<file path="src/rtl/i2s_audio_rx.sv">
// I2S receiver: oversampled bclk/lrclk/sdata, emits stereo PCM frames.
// Define I2S_RX_LOCK_EN to add frame-length lock detection and gating.
module i2s_audio_rx #(
   parameter int audio_bits     = 16,
   parameter int timeout_cycles = 255
) (
   input  logic                  clk,
   input  logic                  reset_n,
   input  logic                  bclk,
   input  logic                  lrclk,
   input  logic                  sdata,
   output logic [audio_bits-1:0] pcm_l,
   output logic [audio_bits-1:0] pcm_r,
   output logic                  pcm_valid,
   output logic                  locked
);

   localparam logic [5:0] AB6 = 6'(audio_bits);
   localparam logic [7:0] TO8 = 8'(timeout_cycles);

   logic [2:0]            r_bclk_s;
   logic [1:0]            r_lr_s;
   logic [1:0]            r_sd_s;
   logic                  r_lr_prev;
   logic [5:0]            r_bitcnt;
   logic [audio_bits-1:0] r_sh;
   logic [audio_bits-1:0] r_left_hold;
   logic                  r_have_left;
   logic [7:0]            r_to;

   logic                  w_bedge;
   logic                  w_lr;
   logic                  w_sd;
   logic                  w_chg;
   logic [5:0]            w_cnt_inc;
   logic [5:0]            w_shamt;
   logic [audio_bits-1:0] w_one;
   logic [audio_bits-1:0] w_word;
   logic                  w_emit;

   assign w_bedge   = r_bclk_s[1] & ~r_bclk_s[2];
   assign w_lr      = r_lr_s[1];
   assign w_sd      = r_sd_s[1];
   assign w_chg     = w_lr ^ r_lr_prev;
   assign w_cnt_inc = (r_bitcnt == 6'd63) ? 6'd63 : r_bitcnt + 6'd1;
   assign w_shamt   = AB6 - 6'd1 - r_bitcnt;
   assign w_one     = {{(audio_bits-1){1'b0}}, w_sd};
   // current bit merged into the word; bits past audio_bits are dropped
   assign w_word    = (r_bitcnt < AB6) ? (r_sh | (w_one << w_shamt)) : r_sh;

   always_ff @(posedge clk or negedge reset_n) begin
      if (!reset_n) begin
         r_bclk_s <= '0;
         r_lr_s   <= '0;
         r_sd_s   <= '0;
      end else begin
         r_bclk_s <= {r_bclk_s[1:0], bclk};
         r_lr_s   <= {r_lr_s[0], lrclk};
         r_sd_s   <= {r_sd_s[0], sdata};
      end
   end

`ifdef I2S_RX_LOCK_EN
   logic [5:0] r_len_l;
   logic       r_good;
   logic       r_locked;
   logic       w_wf;

   assign w_wf   = (r_len_l == w_cnt_inc) && (r_len_l >= AB6);
   assign w_emit = w_wf && (r_locked || r_good);
   assign locked = r_locked;

   always_ff @(posedge clk or negedge reset_n) begin
      if (!reset_n) begin
         r_len_l  <= '0;
         r_good   <= 1'b0;
         r_locked <= 1'b0;
      end else if (w_bedge) begin
         if (w_chg && !r_lr_prev) begin
            r_len_l <= w_cnt_inc;
         end else if (w_chg && r_have_left) begin
            r_good   <= w_wf;
            r_locked <= w_wf && (r_locked || r_good);
         end
      end else if (r_to == 8'd0) begin
         r_good   <= 1'b0;
         r_locked <= 1'b0;
      end
   end
`else
   assign w_emit = 1'b1;
   assign locked = 1'b1;
`endif

   always_ff @(posedge clk or negedge reset_n) begin
      if (!reset_n) begin
         r_lr_prev   <= 1'b0;
         r_bitcnt    <= '0;
         r_sh        <= '0;
         r_left_hold <= '0;
         r_have_left <= 1'b0;
         r_to        <= TO8;
         pcm_l       <= '0;
         pcm_r       <= '0;
         pcm_valid   <= 1'b0;
      end else begin
         pcm_valid <= 1'b0;
         if (w_bedge) begin
            r_to      <= TO8;
            r_lr_prev <= w_lr;
            if (!w_chg) begin
               r_sh     <= w_word;
               r_bitcnt <= w_cnt_inc;
            end else begin
               // I2S one-bit delay: this edge carries the LSB of channel lr_prev
               r_sh     <= '0;
               r_bitcnt <= '0;
               if (!r_lr_prev) begin
                  r_left_hold <= w_word;
                  r_have_left <= 1'b1;
               end else begin
                  r_have_left <= 1'b0;
                  if (r_have_left && w_emit) begin
                     pcm_l     <= r_left_hold;
                     pcm_r     <= w_word;
                     pcm_valid <= 1'b1;
                  end
               end
            end
         end else if (r_to != 8'd0) begin
            r_to <= r_to - 8'd1;
         end else begin
            r_have_left <= 1'b0;
            r_bitcnt    <= '0;
            r_sh        <= '0;
         end
      end
   end

endmodule

</file>
<file path="config.mk">
export PLATFORM = sky130hd
export DESIGN_NAME = i2s_audio_rx
export DESIGN_NICKNAME = d
export VERILOG_FILES = /design/src/rtl/i2s_audio_rx.sv
export SDC_FILE = /design/constraint.sdc
export NUM_CORES = 1
export LEC_CHECK = 0
export ABC_CLOCK_PERIOD_IN_PS = 1530
export CAP_MARGIN = 20
export CORE_ASPECT_RATIO = 2
export CORE_MARGIN = 1
export CORE_UTILIZATION = 33
export CTS_BUF_LIST = sky130_fd_sc_hd__clkbuf_8
export CTS_CLUSTER_DIAMETER = 60
export CTS_CLUSTER_SIZE = 16
export DETAILED_ROUTE_END_ITERATION = 7
export RECOVER_POWER = 25
export SYNTH_ARGS = -nofsm -noshare
export SYNTH_HDL_FRONTEND = slang
export SYNTH_SLANG_ARGS = --single-unit
</file>
<file path="constraint.sdc">
create_clock -name clk -period 1.53 [get_ports clk]
set_input_delay 0.153 -clock clk [delete_from_list [all_inputs] [get_ports clk]]
set_output_delay 0.153 -clock clk [all_outputs]
set_load 0.1 [all_outputs]
</file>
==> parameters.txt, run 1 <==
Parameter                              Value

Flow run
  Max_cap viols    0

Critical path
  Type of the worst setup path    reg2reg
  Maximum fanout along the worst path    4
  Delay of the slowest cell on the worst path    0.45 ns
  Slowest library cell on the worst path    sky130_fd_sc_hd__dfrtp_1
  Dominant delay contributor by cell family on the critical path    flip-flops
  Type of element capturing the critical path    flip-flop
  RR Endpoint    r_bitcnt[2]$_DFFE_PN0P_
  Critical Path Source Type    flip-flop
  Depth of the worst register-to-register path    5
  CP Buf/Inv Count    0
  CP Cell Sequence    ha_1 > and3_1 > nand2_1 > o21ai_0 > a22o_1
  Start of the worst register-to-register path    r_bitcnt[0]$_DFFE_PN0P_
  Data arrival, critical path    1.83 ns
  Worst R2R Setup Slack    -0.05 ns
  Critical path required time    1.78 ns

Global routing
  Maximum number of pins on one net before global-route repair    42
  Leftover overflow at the end of global routing    0
  Via count of the first global-routing pass    2825
  Overall fraction of global-route tracks in use    15.6%
  Wire length of the first global-routing pass    13.8 mm
  Number of antenna violations at the first check in global routing    0

Cells and area
  Share of cells above drive strength 1    about 40%
  Synth-to-layout area growth    43.6%
  Post-layout util    48.4%
  Final-stage net count    about 400
  Fill cell instance count of the final layout    between 900 and 1000
  Antenna fix cells    0

Power
  Pwr per Cell Area    1900 nW/um^2
  Leakage power total    about 2.2 nW
  Worst-case vdd ir drop    between 1000 and 1500 uV
  Post-route total power    between 9 and 10 mW

Drt
  Final ANT Viol Nets    0
  Via count    2685
  Routed wirelength normalized by instance count    16.0 um
  Total wirelength of the detailed-routed design    8.58 mm
  Drt first-iter violations    about 110
  Via density    5.00
  DRT Pass-1 Iters    4
  DRC    0

Run status
  Run status    finished, violations left
  Failing checks    setup timing

Synth
  Netlist area before placement    3640 sq um
  Dominant synthesized flop cell    sky130_fd_sc_hd__dfrtp_1
  Mean instance size in the synthesized netlist    11.1 sq um
  #FFs+latches synth    between 80 and 90
  Count of mapped cells out of synthesis    between 300 and 400
  Post-synth EDFFs    0
  Synth Net Count    338
  Proportion of synthesized flip-flops having asynchronous set or reset    100%
  Count of cell types in the netlist    42
  Yosys synthesis warning count    0
  Post-synthesis sequential area ratio    between 60% and 70%

Floorplan
  Number of top-level pins    39
  Area of the die    11500 sq um
  Die outline height    about 150 um
  Die boundary width    76.3 um
  Effective utilization at floorplan    33.7%
  Row count    54
  Area of the core    10800 sq um

Timing
  Setup ws final    -0.0547 ns
  Clock period minus worst slack    between 1.5 and 2 ns
  Worst-Margin Slew    0.659 ns
  Max Freq    631 MHz
  Unrepaired setup endpoints after global routing    yes
  Number of hold-slack violations in the final timing report    0
  Worst relative slew slack    between 50% and 60%
  Hold slack final    0.344 ns
  Total negative slack    -0.455 ns
  Final slew viol count    0
  Final worst clock skew    0.00878 ns
  Final worst path period share    104%
  Final number of setup-violating endpoints    27

Hold path
  Startpoint of the worst hold path    sdata
  Kind of path behind the tightest hold check    in2reg
  End point of the worst hold path    r_sd_s[0]$_DFF_PN0_
  Hold Crit Depth    1

Placement
  Detailed Place HPWL    5.66 mm
  Routability Congestion    approximately 0.84
  Port bufs    37

CTS
  Clock buffers created by TritonCTS    9
  Post-CTS clock slew at the launch and capture registers of the worst setup and hold paths    0.09 ns
  Insertion delay of the later-clocked pin in the worst-skew pair    0.36 ns
  Max H-tree Level    3
  Clk sink count    88
  Library cell used as clock root buffer    sky130_fd_sc_hd__clkbuf_8
  Max Buffers Root-to-Sink    2
  Clock tree from TritonCTS    done
==> synth_stat cells, types with 6 or more instances <==
cell type / n / area (sq um)
sky130_fd_sc_hd__o21ai_0: 6 / 30.0
sky130_fd_sc_hd__dfstp_2: 8 / 210
sky130_fd_sc_hd__mux2_1: 8 / 90.1
sky130_fd_sc_hd__nor2_1: 61 / 229
sky130_fd_sc_hd__mux2_2: 8 / 90.1
sky130_fd_sc_hd__inv_1: 8 / 30.0
sky130_fd_sc_hd__a21oi_1: 63 / 315
sky130_fd_sc_hd__dfrtp_1: 80 / 2000
sky130_fd_sc_hd__a31oi_1: 8 / 50.1
sky130_fd_sc_hd__nand2_1: 10 / 37.5
sky130_fd_sc_hd__buf_2: 7 / 35.0
==> kinds of logic after synthesis <==
| logic type | after synthesis | share of synthesized area (%) |
|---|---|---|
| other cells | 1 | 0.103 |
| buf+inv | 24 | 3.95 |
| compound gates | 89 | 13.6 |
| simple gates | 103 | 14.5 |
| xor+xnor | 2 | 0.481 |
| mux | 16 | 4.94 |
| flops | 88 | 60.7 |
| fa+ha+maj | 5 | 1.72 |
==> report_power, final <==
group	switching, mW	internal [mW]	leakage [nW]
clock	0.846	0.687	0.0959
combinational	3.24	1.78	1.03
sequential	0.540	2.86	1.11
total	4.62	5.33	2.23
==> cell type report <==
cell class | count | area [sq um] | area share, %
clock inverter | 5 | 38.8 | 0.741
sequential | 88 | 2210 | 42.3
inverter | 8 | 30.0 | 0.574
tap | 140 | 175 | 3.35
multi-input combinational | 216 | 1620 | 31.0
clock buffer | 11 | 151 | 2.89
timing repair buffer | 69 | 1000 | 19.2
==> sequential cells by signal (all words and copies together), names as in the netlist, 2 cells and up <==
signal,cells
r_bitcnt,6
r_sh,16
pcm_r,16
r_left_hold,16
r_bclk_s,3
r_to,8
r_lr_s,2
r_sd_s,2
pcm_l,16
==> layout by cell type (no fill, tap or decap), types with 3 or more instances in the layout <==
cell	netlist	routed
sky130_fd_sc_hd__buf_6	4	3
sky130_fd_sc_hd__ha_4	0	3
sky130_fd_sc_hd__inv_1	8	4
sky130_fd_sc_hd__clkbuf_8	0	11
sky130_fd_sc_hd__a21oi_1	63	37
sky130_fd_sc_hd__nand2_1	10	10
sky130_fd_sc_hd__mux2_2	8	8
sky130_fd_sc_hd__inv_2	0	4
sky130_fd_sc_hd__dlygate4sd3_1	0	4
sky130_fd_sc_hd__o31ai_1	4	4
sky130_fd_sc_hd__dfstp_2	8	8
sky130_fd_sc_hd__nand2b_1	5	3
sky130_fd_sc_hd__buf_12	0	36
sky130_fd_sc_hd__dfrtp_1	80	79
sky130_fd_sc_hd__nor2_4	0	5
sky130_fd_sc_hd__a21oi_2	0	25
sky130_fd_sc_hd__buf_4	4	23
sky130_fd_sc_hd__a31oi_2	0	5
sky130_fd_sc_hd__nor3_4	2	6
sky130_fd_sc_hd__nor2_1	61	55
sky130_fd_sc_hd__mux2_1	8	8
sky130_fd_sc_hd__o21ai_0	6	5
sky130_fd_sc_hd__a31oi_4	0	3
==> worst register-to-register path, delay by kind of cell (launching register included) <==
family	cells	cell delay (ns)
DFF	1	0.45
AOI/OAI and AO/OA	2	0.40
and+or+nand+nor	2	0.37
adders and majority gates	1	0.25
==> per-stage QoR <==
stage          setup WS (ns)  cell area, sq um  cells
2_1_floorplan        0.00497              3640    328
3_3_place_gp         -0.0634              4620    511
3_5_place_dp          -0.111              4620    511
4_1_cts              -0.0471              5040    532
5_1_grt               -0.110              5230    537
6_report             -0.0547              5230    537
==> what timing repair did <==
| item | 4_1_cts | 5_1_grt |
|---|---|---|
| endpoints found under the hold margin | 22 | 0 |
| endpoints found under the setup margin | 57 | 69 |
| cloned | 1 | 1 |
| resized for setup | 42 | 36 |
| pin swaps | 20 | 25 |
| hold buffers | 1 | 0 |
| setup buffers | 3 | 4 |
==> layer usage <==
layer | up-vias | wire, um | GRT usage [%]
met3 | 22 | 218 | 2.85
li1 | 1244 | - | -
met4 | 0 | 288 | 8.65
met1 | 1366 | 3130 | 16.3
met2 | 53 | 4940 | 29.0
met5 | - | 0 | 0
==> how the worst max path moves through the flow <==
stage,startpoint,endpoint,slack (ns),cells past startpoint
after floorplan,r_to[0]$_DFFE_PN1P_,r_to[5]$_DFFE_PN1P_,0.005,6
final,r_bitcnt[0]$_DFFE_PN0P_,r_bitcnt[2]$_DFFE_PN0P_,-0.05,5
after global placement,r_bitcnt[4]$_DFFE_PN0P_,pcm_r[10]$_DFFE_PN0P_,-0.06,6
after CTS,r_to[1]$_DFFE_PN1P_,r_bitcnt[5]$_DFFE_PN0P_,-0.05,7
after global routing,r_bitcnt[5]$_DFFE_PN0P_,pcm_r[2]$_DFFE_PN0P_,-0.11,7
after detailed placement,r_to[0]$_DFFE_PN1P_,r_bitcnt[5]$_DFFE_PN0P_,-0.11,7
Power figures use the tool's default switching activity.
==> run 2: changes to the inputs <==
--- a/config.mk
+++ b/config.mk
@@ -14,7 +14,6 @@
 export CTS_CLUSTER_DIAMETER = 60
 export CTS_CLUSTER_SIZE = 16
 export DETAILED_ROUTE_END_ITERATION = 7
-export RECOVER_POWER = 25
 export SYNTH_ARGS = -nofsm -noshare
 export SYNTH_HDL_FRONTEND = slang
 export SYNTH_SLANG_ARGS = --single-unit
==> parameters.txt, run 2 (synthesized netlist as in run 1, its figures left out) <==
Parameter                              Value

Placement
  Routability Congestion    0.838 (unchanged)
  Worst Setup Slack post-DPL    -0.111 ns (unchanged)
  Port bufs    37 (unchanged)
  Detailed Place HPWL    5.66 mm (unchanged)

Timing
  Worst-Margin Slew    0.542 ns (-0.117 ns)
  Max Freq    632 MHz (about the same)
  Final worst path period share    103% (about the same)
  Setup ws final    -0.0532 ns (+0.00157 ns)
  Final number of setup-violating endpoints    26 (-3.7%)
  Clock period minus worst slack    1.58 ns (-0.00157 ns)
  Final worst clock skew    0.00900 ns (+0.000228 ns)
  Final slew viol count    0 (unchanged)
  Number of hold-slack violations in the final timing report    0 (unchanged)
  Worst relative slew slack    63.8% (+7.7 points)
  Unrepaired setup endpoints after global routing    yes

Drt
  DRC    0 (unchanged)
  Total wirelength of the detailed-routed design    8.56 mm (-0.23%)
  DRT Pass-1 Iters    4 (unchanged)
  Via density    4.99 (-0.26%)
  Via count    2678 (-0.26%)
  Drt first-iter violations    104 (-8.0%)
  Routed wirelength normalized by instance count    15.9 um (-0.23%)
  Final ANT Viol Nets    0 (unchanged)

Critical path
  Critical Path Source Type    flip-flop
  Type of element capturing the critical path    flip-flop
  Type of the worst setup path    reg2reg
  Maximum fanout along the worst path    4 (unchanged)
  Critical path required time    1.82 ns (+0.04 ns)
  Data arrival, critical path    1.88 ns (+0.05 ns)

Floorplan
  Area of the die    11500 sq um (unchanged)
  Die boundary width    76.3 um (unchanged)
  Area of the core    10800 sq um (unchanged)
  Number of top-level pins    39 (unchanged)
  Effective utilization at floorplan    33.7% (unchanged)
  Row count    54 (unchanged)
  Die outline height    151 um (unchanged)

CTS
  Clock tree from TritonCTS    done
  Max Buffers Root-to-Sink    2 (unchanged)
  Insertion delay of the later-clocked pin in the worst-skew pair    0.36 ns (about the same)
  Post-CTS clock slew at the launch and capture registers of the worst setup and hold paths    0.09 ns (about the same)
  Library cell used as clock root buffer    sky130_fd_sc_hd__clkbuf_8
  Clk sink count    88 (unchanged)
  Clock buffers created by TritonCTS    9 (unchanged)
  Max H-tree Level    3 (unchanged)

Global routing
  Wire length of the first global-routing pass    13.8 mm (unchanged)
  Leftover overflow at the end of global routing    0 (unchanged)
  Overall fraction of global-route tracks in use    15.6% (unchanged)
  Maximum number of pins on one net before global-route repair    42 (unchanged)
  Via count of the first global-routing pass    2825 (unchanged)
  Number of antenna violations at the first check in global routing    0 (unchanged)

Cells and area
  Final-stage net count    402 (unchanged)
  Most frequent cells in the layout    sky130_fd_sc_hd__dfrtp_1 (79), sky130_fd_sc_hd__nor2_1 (55), sky130_fd_sc_hd__a21oi_1 (37), sky130_fd_sc_hd__buf_12 (37), sky130_fd_sc_hd__a21oi_2 (25)
  Most common cell after layout, fill and taps aside    sky130_fd_sc_hd__dfrtp_1
  Post-layout util    48.6% (+0.14 points)
  Antenna fix cells    0 (unchanged)
  Synth-to-layout area growth    44.0%
  Fill cell instance count of the final layout    991 (-0.20%)
  Share of cells above drive strength 1    41.1% (unchanged)

Power
  Post-route total power    9.95 mW (about the same)
  Pwr per Cell Area    1900 nW/um^2 (-0.24%)
  Net Sw Frac    46.4% (about the same)
  Share of total power in combinational logic    50.4% (about the same)
  Switching Power    4.62 mW (about the same)
  Clock group share of total power    15.4% (about the same)
  Internal Power    5.33 mW (+0.12%)
  Worst-case vdd ir drop    1280 uV (about the same)
  Fraction of power consumed by sequential logic    34.2% (about the same)
  Leakage power total    2.23 nW (+0.21%)

Hold path
  Kind of path behind the tightest hold check    in2reg

Run status
  Run status    finished, violations left
  Failing checks    setup timing

Flow run
  Max_cap viols    0 (unchanged)
-- run 2: cell count changes in the layout (fill, tap and decap cells not counted) --
cell / before / now
sky130_fd_sc_hd__clkbuf_2: 1 / 0
sky130_fd_sc_hd__dlygate4sd3_1: 4 / 1
sky130_fd_sc_hd__clkdlybuf4s50_1: 0 / 3
sky130_fd_sc_hd__buf_12: 36 / 37
sky130_fd_sc_hd__buf_4: 23 / 24
sky130_fd_sc_hd__clkbuf_4: 1 / 0
-- run 2: layout make-up --
cell class	instances	area [sq um]	share of cell area [%]
inverter	8	30.0	0.572
timing repair buffer	69	1020	19.4
multi-input combinational	216	1620	30.9
tap	140	175	3.34
clock buffer	11	151	2.88
sequential	88	2210	42.2
clock inverter	5	38.8	0.739
-- run 2: critical path, cell delays in order (launching register included) --
cell,delay (ns)
sky130_fd_sc_hd__dfrtp_1,0.41
sky130_fd_sc_hd__inv_2,0.08
sky130_fd_sc_hd__ha_4,0.20
sky130_fd_sc_hd__nand4b_1,0.18
sky130_fd_sc_hd__buf_6,0.17
sky130_fd_sc_hd__nor2_4,0.19
sky130_fd_sc_hd__a31oi_4,0.14
sky130_fd_sc_hd__a21oi_2,0.16
-- run 2: worst paths after layout --
kind / slack [ns] / startpoint / end / depth (start not counted)
setup / recovery: -0.05 / r_bitcnt[4]$_DFFE_PN0P_ / pcm_r[2]$_DFFE_PN0P_ / 7
hold / removal: 0.23 / sdata / r_sd_s[0]$_DFF_PN0_ / 1
setup reg to reg: -0.05 / r_bitcnt[4]$_DFFE_PN0P_ / pcm_r[2]$_DFFE_PN0P_ / 7
hold reg to reg: 0.35 / r_lr_s[0]$_DFF_PN0_ / r_lr_s[1]$_DFF_PN0_ / 0
max in group asynchronous: 0.70 / reset_n / r_to[7]$_DFFE_PN1P_ / 3
min in group asynchronous: 0.24 / reset_n / r_sd_s[0]$_DFF_PN0_ / 2
-- run 2: power groups by stage --
stage	combinational [mW]	clock (mW)	sequential, mW
after floorplan	0.663	0	5.57
after global placement	4.74	0	3.43
after detailed placement	4.78	0	3.44
after CTS	4.90	1.56	3.41
after global routing	5.19	1.66	3.46
final	5.02	1.53	3.40
-- run 2: layer usage --
layer / track usage [%] / wire (um) / vias up
met5: 0 / 0 / -
met1: 16.3 / 3200 / 1374
met4: 8.65 / 279 / 0
met2: 29.0 / 4900 / 39
met3: 2.85 / 171 / 21
li1: - / - / 1244
-- run 2: per-stage QoR --
step	setup TNS (ns)	cell area, sq um	hold slack (ns)	cells
final	-0.446	5250	0.228	537
after global routing	-2.95	5250	0.216	537
after CTS	-0.369	5040	0.220	532
after detailed placement	-2.97	4620	0.0922	511
after global placement	-1.01	4620	0.0884	511
after floorplan	0	3640	-0.143	328
-- run 2: timing repair --
| item | 4_1_cts | 5_1_grt |
|---|---|---|
| gates cloned | 1 | 1 |
| pin swaps | 20 | 25 |
| hold endpoints to repair | 22 | 0 |
| endpoints found under the setup margin | 57 | 69 |
| gates resized for setup | 42 | 36 |
| buffers inserted | 3 | 4 |
| hold buffers | 1 | 0 |
==> run 3: changes to the inputs <==
--- a/config.mk
+++ b/config.mk
@@ -14,6 +14,7 @@
 export CTS_CLUSTER_DIAMETER = 60
 export CTS_CLUSTER_SIZE = 16
 export DETAILED_ROUTE_END_ITERATION = 7
+export PLACE_DENSITY = 0.6
 export SYNTH_ARGS = -nofsm -noshare
 export SYNTH_HDL_FRONTEND = slang
 export SYNTH_SLANG_ARGS = --single-unit
==> results of run 3 <==
The final DEF is identical to that of run 2; final timing and power are the same.
